<file path="config.mk">
export PLATFORM = sky130hd
export DESIGN_NAME = csi_stat_monitor
export DESIGN_NICKNAME = d
export VERILOG_FILES = /design/src/rtl/csi_dbg_pkg.sv /design/src/rtl/csi_sat_counter.sv /design/src/rtl/csi_stat_monitor.sv
export SDC_FILE = /design/constraint.sdc
export NUM_CORES = 1
export LEC_CHECK = 0
export ABC_CLOCK_PERIOD_IN_PS = 5950
export CAP_MARGIN = 20
export CORE_MARGIN = 2
export CORE_UTILIZATION = 60
export CTS_BUF_LIST = sky130_fd_sc_hd__clkbuf_2
export CTS_CLUSTER_SIZE = 8
export DETAILED_ROUTE_END_ITERATION = 10
export DONT_BUFFER_PORTS = 1
export GPL_TIMING_DRIVEN = 0
export HOLD_SLACK_MARGIN = 0.15
export PLACE_DENSITY = 0.85
export SETUP_SLACK_MARGIN = 0.1
export SLEW_MARGIN = 20
export SYNTH_ARGS = -nofsm -noshare
export SYNTH_HDL_FRONTEND = slang
export SYNTH_SLANG_ARGS = --single-unit
</file>
<file path="constraint.sdc">
create_clock -name csi_byte_clk -period 5.95 [get_ports csi_byte_clk]
set_input_delay 1.19 -clock csi_byte_clk [delete_from_list [all_inputs] [get_ports csi_byte_clk]]
set_output_delay 1.19 -clock csi_byte_clk [all_outputs]
set_load 0.05 [all_outputs]
</file>
<file path="src/rtl/csi_dbg_pkg.sv">
// Shared definitions for the CSI-2 statistics monitor.
// Holds the frame/line tracker state encoding, the stat_sel index values
// and the default identification byte returned by the readout.
package csi_dbg_pkg;

  typedef enum logic [1:0] {
    ST_IDLE  = 2'd0,
    ST_FRAME = 2'd1,
    ST_LINE  = 2'd2
  } state_t;

  localparam logic [2:0] STAT_GOOD  = 3'd0;
  localparam logic [2:0] STAT_ERR   = 3'd1;
  localparam logic [2:0] STAT_FRAME = 3'd2;
  localparam logic [2:0] STAT_LINES = 3'd3;
  localparam logic [2:0] STAT_WORDS = 3'd4;
  localparam logic [2:0] STAT_MAXW  = 3'd5;
  localparam logic [2:0] STAT_VIOL  = 3'd6;
  localparam logic [2:0] STAT_ID    = 3'd7;

  localparam logic [7:0] DEFAULT_ID_BYTE = 8'hC5;

endpackage

</file>
<file path="src/rtl/csi_sat_counter.sv">
// Saturating up-counter.
// Ports:
//   csi_byte_clk  clock
//   reset         asynchronous, active-high
//   clr           synchronous clear; together with inc it loads 1
//   inc           increment by one, held at all-ones once saturated
//   count         current value
module csi_sat_counter #(
  parameter int CNT_W = 16
) (
  input  logic             csi_byte_clk,
  input  logic             reset,
  input  logic             clr,
  input  logic             inc,
  output logic [CNT_W-1:0] count
);

  localparam logic [CNT_W-1:0] ONE = {{(CNT_W-1){1'b0}}, 1'b1};

  // NOTE: sequential state is always assigned with <= so every register
  // samples the pre-edge values of its neighbours.
  always_ff @(posedge csi_byte_clk or posedge reset) begin
    if (reset) begin
      count <= '0;
    end else if (clr) begin
      count <= inc ? ONE : '0;
    end else if (inc && (count != '1)) begin
      count <= count + ONE;
    end
  end

endmodule

</file>
<file path="src/rtl/csi_stat_monitor.sv">
// CSI-2 receive statistics and debug monitor.
// Tracks frame/line geometry, packet checksum results and protocol
// violations in saturating counters, and serves one byte of a selected
// statistic on dbg_byte for debug pins.
// Ports:
//   csi_byte_clk, reset       clock, asynchronous active-high reset
//   enable                    monitor enable; low forces IDLE and freezes counts
//   clear                     synchronous clear of counters and err_seen
//   frame_start, frame_end    single-cycle frame delimiters
//   raw_valid                 pixel word valid; a contiguous high run is a line
//   pkt_good, pkt_err         packet checksum result pulses
//   stat_sel, byte_sel        readout select (statistic, byte lane)
//   dbg_byte                  registered readout byte
//   err_seen                  sticky checksum error / protocol violation flag
//   frame_active              high while inside a frame
module csi_stat_monitor
  import csi_dbg_pkg::*;
#(
  parameter int         CNT_W      = 16,
  parameter int         BYTE_SEL_W = 1,
  parameter logic [7:0] ID_BYTE    = DEFAULT_ID_BYTE
) (
  input  logic                  csi_byte_clk,
  input  logic                  reset,
  input  logic                  enable,
  input  logic                  clear,
  input  logic                  frame_start,
  input  logic                  frame_end,
  input  logic                  raw_valid,
  input  logic                  pkt_good,
  input  logic                  pkt_err,
  input  logic [2:0]            stat_sel,
  input  logic [BYTE_SEL_W-1:0] byte_sel,
  output logic [7:0]            dbg_byte,
  output logic                  err_seen,
  output logic                  frame_active
);

  localparam logic [BYTE_SEL_W:0] NUM_BYTES = (BYTE_SEL_W + 1)'(CNT_W / 8);

  state_t state, state_n;
  logic   run_en, raw_valid_q, raw_rise, in_line;
  logic   line_clr, line_inc, word_load, word_inc, max_clr;
  logic   line_close, frame_close, viol;

  logic [CNT_W-1:0] good_cnt, err_cnt, frame_cnt, viol_cnt, line_cnt, word_cnt;
  logic [CNT_W-1:0] lines_last, words_last, max_words, run_max, close_max;
  logic [CNT_W-1:0] sel_stat, shifted;
  logic [7:0]       rd_byte;

  assign run_en    = enable && !clear;
  assign raw_rise  = raw_valid && !raw_valid_q;
  assign in_line   = (state == ST_LINE);
  assign close_max = (word_cnt > run_max) ? word_cnt : run_max;
  assign frame_active = (state != ST_IDLE);

  // NOTE: every signal driven here gets a default first, so no path leaves
  // one unassigned and no latch is inferred.
  always_comb begin
    state_n     = state;
    line_clr    = 1'b0;
    line_inc    = 1'b0;
    word_load   = 1'b0;
    word_inc    = 1'b0;
    max_clr     = 1'b0;
    line_close  = 1'b0;
    frame_close = 1'b0;
    viol        = 1'b0;
    if (!run_en) begin
      state_n = ST_IDLE;
    end else begin
      case (state)
        ST_IDLE: begin
          if (frame_start) begin
            state_n  = ST_FRAME;
            line_clr = 1'b1;
            max_clr  = 1'b1;
          end else if (frame_end || raw_rise) begin
            viol = 1'b1;
          end
        end
        ST_FRAME, ST_LINE: begin
          // frame_end is handled before frame_start, so a coincident pair
          // closes this frame and opens a fresh one without a violation.
          if (frame_end) begin
            line_close  = in_line;
            frame_close = 1'b1;
            state_n     = ST_IDLE;
          end else if (frame_start) begin
            viol = 1'b1;
          end
          if (frame_start) begin
            state_n  = ST_FRAME;
            line_clr = 1'b1;
            max_clr  = 1'b1;
          end else if (!frame_end) begin
            if (!in_line) begin
              if (raw_valid) begin
                state_n   = ST_LINE;
                line_inc  = 1'b1;
                word_load = 1'b1;
              end
            end else if (raw_valid) begin
              word_inc = 1'b1;
            end else begin
              state_n    = ST_FRAME;
              line_close = 1'b1;
            end
          end
        end
        default: state_n = ST_IDLE;
      endcase
    end
  end

  always_ff @(posedge csi_byte_clk or posedge reset) begin
    if (reset) begin
      state       <= ST_IDLE;
      raw_valid_q <= 1'b0;
      err_seen    <= 1'b0;
      dbg_byte    <= '0;
    end else begin
      state       <= state_n;
      raw_valid_q <= raw_valid;
      dbg_byte    <= rd_byte;
      if (clear) begin
        err_seen <= 1'b0;
      end else if (run_en && (pkt_err || viol)) begin
        err_seen <= 1'b1;
      end
    end
  end

  // Latched geometry of the last completed line/frame and the running max.
  always_ff @(posedge csi_byte_clk or posedge reset) begin
    if (reset) begin
      lines_last <= '0;
      words_last <= '0;
      max_words  <= '0;
      run_max    <= '0;
    end else if (clear) begin
      lines_last <= '0;
      words_last <= '0;
      max_words  <= '0;
      run_max    <= '0;
    end else begin
      if (line_close) words_last <= word_cnt;
      if (frame_close) begin
        lines_last <= line_cnt;
        max_words  <= in_line ? close_max : run_max;
      end
      if (max_clr) begin
        run_max <= '0;
      end else if (line_close) begin
        run_max <= close_max;
      end
    end
  end

  csi_sat_counter #(.CNT_W(CNT_W)) u_good (
    .csi_byte_clk(csi_byte_clk), .reset(reset), .clr(clear),
    .inc(run_en && pkt_good), .count(good_cnt));
  csi_sat_counter #(.CNT_W(CNT_W)) u_err (
    .csi_byte_clk(csi_byte_clk), .reset(reset), .clr(clear),
    .inc(run_en && pkt_err), .count(err_cnt));
  csi_sat_counter #(.CNT_W(CNT_W)) u_frame (
    .csi_byte_clk(csi_byte_clk), .reset(reset), .clr(clear),
    .inc(frame_close), .count(frame_cnt));
  csi_sat_counter #(.CNT_W(CNT_W)) u_viol (
    .csi_byte_clk(csi_byte_clk), .reset(reset), .clr(clear),
    .inc(viol), .count(viol_cnt));
  csi_sat_counter #(.CNT_W(CNT_W)) u_line (
    .csi_byte_clk(csi_byte_clk), .reset(reset), .clr(clear || line_clr),
    .inc(line_inc), .count(line_cnt));
  // word_load clears and increments together, starting a line at one word.
  csi_sat_counter #(.CNT_W(CNT_W)) u_word (
    .csi_byte_clk(csi_byte_clk), .reset(reset), .clr(clear || word_load),
    .inc(word_load || word_inc), .count(word_cnt));

  always_comb begin
    case (stat_sel)
      STAT_GOOD:  sel_stat = good_cnt;
      STAT_ERR:   sel_stat = err_cnt;
      STAT_FRAME: sel_stat = frame_cnt;
      STAT_LINES: sel_stat = lines_last;
      STAT_WORDS: sel_stat = words_last;
      STAT_MAXW:  sel_stat = max_words;
      STAT_VIOL:  sel_stat = viol_cnt;
      default:    sel_stat = '0;
    endcase
    shifted = sel_stat >> {byte_sel, 3'b000};
    if (stat_sel == STAT_ID) begin
      rd_byte = ID_BYTE;
    end else if ({1'b0, byte_sel} >= NUM_BYTES) begin
      rd_byte = '0;
    end else begin
      rd_byte = shifted[7:0];
    end
  end

endmodule

</file>
==> key figures <==
Outcome
  • Run status: completed

Setup path
  • Req. time, crit path: 4760 ps
  • Cells along the critical path: inv_1, ha_1, inv_1
  • Slowest-stage cell, CP: sky130_fd_sc_hd__dfrtp_1
  • Sort of element at the start of the critical path: flop
  • Setup Crit Path Kind: reg2out
  • Worst Path Arrival: 1960 ps
  • Cell type with the highest occurrence count on the critical path: sky130_fd_sc_hd__inv_1
  • Longest individual stage delay on the worst path: between 400 and 500 ps
  • Largest delay share family, worst path: flip-flops
  • Critical path buffer and inverter count: 2
  • Crit path capture type: output pin
  • Maximum fanout along the worst path: 5

STA
  • Count of final hold-check violations: 0
  • Setup repair after global routing missed its margin: false
  • Slew HR: 34.12%
  • Finish-stage setup viols: 0
  • Final number of max-transition violations: 0
  • Period minus WS final: roughly 3100 ps
  • Final-layout setup total negative slack: 0 ps
  • Peak clock frequency supported by timing: 0.3176 GHz
  • Worst-Margin Slew: about 980 ps
  • Setup skew after layout: 64.49 ps
  • Hold slack: around 240 ps
  • Final cycle utilization of the critical path: 52.92%
  • Worst setup slack after layout: 2801 ps

Placed design
  • HPWL after detailed placement: about 20 mm
  • Pre-CTS setup slack: 2489 ps
  • Global placement routability congestion: 1.016
  • Number of port buffers: 0
  • Total placed instance area: 9967 um2

Synth
  • Area share of the largest cell type after synthesis: between 40% and 50%
  • Primary flip-flop cell chosen by synthesis mapping: sky130_fd_sc_hd__dfrtp_1
  • Flip-flop and latch count after synthesis: 172
  • Largest family of logic cells by synthesized area: simple AND/OR/NAND/NOR gates
  • Synth cell types: 72
  • Post-synthesis instance area: approximately 9600 um2
  • Warning count from the yosys run: 0
  • Count of flip-flops with a built-in enable after synthesis: 0
  • Area share of fa/ha/maj cells after synthesis: 3.368%
  • Async set-reset flop share out of synthesis: 100.0%
  • Simple logic cell fraction of the synthesized area: 22.36%
  • Mean post-synth cell area: around 9 um2
  • Synthesized instance count: ~1,000
  • Complex-gate fraction of the synthesized area: 13.99%
  • Leading area contributor after synthesis: sky130_fd_sc_hd__dfrtp_1
  • Fraction of the yosys area taken by sequential cells: between 40% and 50%
  • Mux contribution to synthesized area: 4.569%
  • Count leader, synth: sky130_fd_sc_hd__dfrtp_1
  • Cell types occupying the most area after synthesis: sky130_fd_sc_hd__dfrtp_1, sky130_fd_sc_hd__nor2_1, sky130_fd_sc_hd__o21ai_0, sky130_fd_sc_hd__nand2_1, sky130_fd_sc_hd__xor2_1
  • Mapped Nets: 1,075
  • Xor-xnor portion of the synthesized cell area: 6.305%
  • Commonest cells post-synth: sky130_fd_sc_hd__dfrtp_1, sky130_fd_sc_hd__nor2_1, sky130_fd_sc_hd__nand2_1, sky130_fd_sc_hd__o21ai_0, sky130_fd_sc_hd__nand3_1

Routing
  • Number of vias per cell after detailed routing: 6.415
  • ANT nets after route: 0
  • Initial detailed-routing violation count: 902
  • Via Count: 8,282
  • Total wire length after detailed routing: about 26 mm
  • DR DRC count: 0
  • First-pass iteration count of the detailed router: 7
  • Average routed wire per standard cell: 20.34 um

Pwr
  • Switching power as a share of total power: 28.39%
  • Clock power frac: 35.3%
  • Areal power density over the cells: 200.2 nW/um2
  • Combinational power share: 6.2%
  • Peak supply drop: 171.8 uV
  • Part of the total power dissipated in sequential elements: about 59%
  • Leak pwr: 4.291 nW
  • Internal power: about 0.0015 W
  • Reported net switching power: roughly 0.0006 W

Clock network
  • Clock buffer count from CTS: 17
  • Clock Latency Late Sink: 840 ps
  • # Post-CTS Setup Buffers: 0
  • Clock transition at the registers of the reported paths: 310 ps
  • Hold Buf Count CTS: 0
  • Sinks on the clock net: 172
  • H-tree level count: 4
  • Clock root buffer: sky130_fd_sc_hd__clkbuf_2
  • Number of buffers on the longest clock path: 2
  • Post-cts resize count: 0
  • CTS tree: yes

Run
  • Max-cap violations: 0

Global route
  • Maximum number of pins on one net before global-route repair: 36
  • GR Overflow Total: 0
  • Via count of the first global-routing pass: ~7,900
  • Antenna violations before repair: 1
  • Tot GR Track Use: 32.56%
  • First-pass GRT wire length: approximately 42 mm

Floorplan
  • Starting Density: about three fifths
  • Core Area: around 16,000 um2
  • Placement Rows: 46
  • Die extent in y: 130.4 um
  • Full die area: 17,000 um2
  • IO Pins: 23
  • Die boundary width: 130.4 um

Layout
  • Fraction of layout cells with a size suffix above 1: 7.449%
  • Final nets: 1,099
  • Share of the core filled with cells: 65.07%
  • Cell area after layout: 10,260 um2
  • Synthesis-to-finish area growth: 7.061%

Min path
  • Kind of path behind the tightest hold check: in2async
## per-stage QoR
stage | power, W | instances
finish | 0.002055 | 1291
global route | 0.002126 | 1291
CTS | 0.002061 | 1290
detailed placement | 0.001347 | 1258
global placement | 0.001338 | 1253
floorplan | 0.001302 | 1037
## final cells by class
| cell class | instances | area (um2) |
|---|---|---|
| plain buffers | 58 | 255.2 |
| clock inverters | 14 | 202.7 |
| repair buffers | 5 | 107.6 |
| flip-flops and latches | 172 | 4304 |
| multi-input cells | 760 | 4850 |
| diodes | 1 | 2.502 |
| clock buffers | 18 | 90.09 |
| well taps | 216 | 270.3 |
| inverters | 47 | 180.2 |
| fillers | 1323 | 5508 |
## flip-flops by register name, indices dropped and copies added (netlist names)
name and cells:
state 2, u_good.count 16, words_last 16, max_words 16, lines_last 16, raw_valid_q 1
err_seen 1, u_err.count 16, u_line.count 16, run_max 16, u_viol.count 16, u_frame.count 16
u_word.count 16, dbg_byte 8
## layer usage
layer	track usage (%)	up-vias	wire length [um]
li1	-	3776	-
met1	42.29	4042	10610
met2	52.23	389	12290
met3	6.963	75	2066
met4	16.27	0	1296
met5	0	-	0
## logic make-up (layout without fill, tap and decap cells)
group / count (synthesis) / after routing
AND/OR/NAND/NOR: 425 / 425
AO/OA/AOI/OAI: 206 / 206
flip-flops: 172 / 172
buffers and inverters: 105 / 142
XOR/XNOR: 69 / 69
multiplexers: 34 / 34
adder cells (fa/ha/maj): 26 / 26
other: 0 / 1
## worst paths after layout
check	startpoint	endpoint	slack, ps	cells after the start
max	state[1]	frame_active	2800	3
min	reset	u_word.count[9]	240	1
max reg2reg	state[1]	u_viol.count[15]	2980	8
min reg2reg	words_last[2]	words_last[2]	550	2
max in group asynchronous	reset	u_frame.count[3]	4870	3
min in group csi_byte_clk	raw_valid	raw_valid_q	320	0
## cell usage in the layout (no fill, tap or decap), types with 16 or more instances in the layout
cell / Yosys / routed
sky130_fd_sc_hd__a21oi_1: 51 / 51
sky130_fd_sc_hd__nand2_1: 93 / 93
sky130_fd_sc_hd__nor4_1: 20 / 20
sky130_fd_sc_hd__xor2_1: 37 / 37
sky130_fd_sc_hd__clkbuf_2: 1 / 19
sky130_fd_sc_hd__mux2i_1: 19 / 19
sky130_fd_sc_hd__nand3_1: 63 / 63
sky130_fd_sc_hd__xnor2_1: 32 / 32
sky130_fd_sc_hd__inv_1: 47 / 46
sky130_fd_sc_hd__a311o_1: 16 / 16
sky130_fd_sc_hd__and4_1: 18 / 18
sky130_fd_sc_hd__dfrtp_1: 172 / 172
sky130_fd_sc_hd__ha_1: 25 / 25
sky130_fd_sc_hd__and3_1: 29 / 29
sky130_fd_sc_hd__o21ai_0: 76 / 76
sky130_fd_sc_hd__nor2_1: 109 / 109
sky130_fd_sc_hd__clkbuf_1: 40 / 40
sky130_fd_sc_hd__nand4_1: 30 / 30
sky130_fd_sc_hd__nor3_1: 17 / 17
## power groups by stage
| stage | clock [W] | combinational (W) | sequential, W |
|---|---|---|---|
| finish | 0.000725 | 0.000128 | 0.00120 |
| global route | 0.000783 | 0.000140 | 0.00120 |
| CTS | 0.000732 | 0.000127 | 0.00120 |
| detailed placement | 0 | 0.000127 | 0.00122 |
| global placement | 0 | 0.000117 | 0.00122 |
| floorplan | 0 | 0.0000833 | 0.00122 |
No activity file was read; power rests on OpenSTA's default activity.
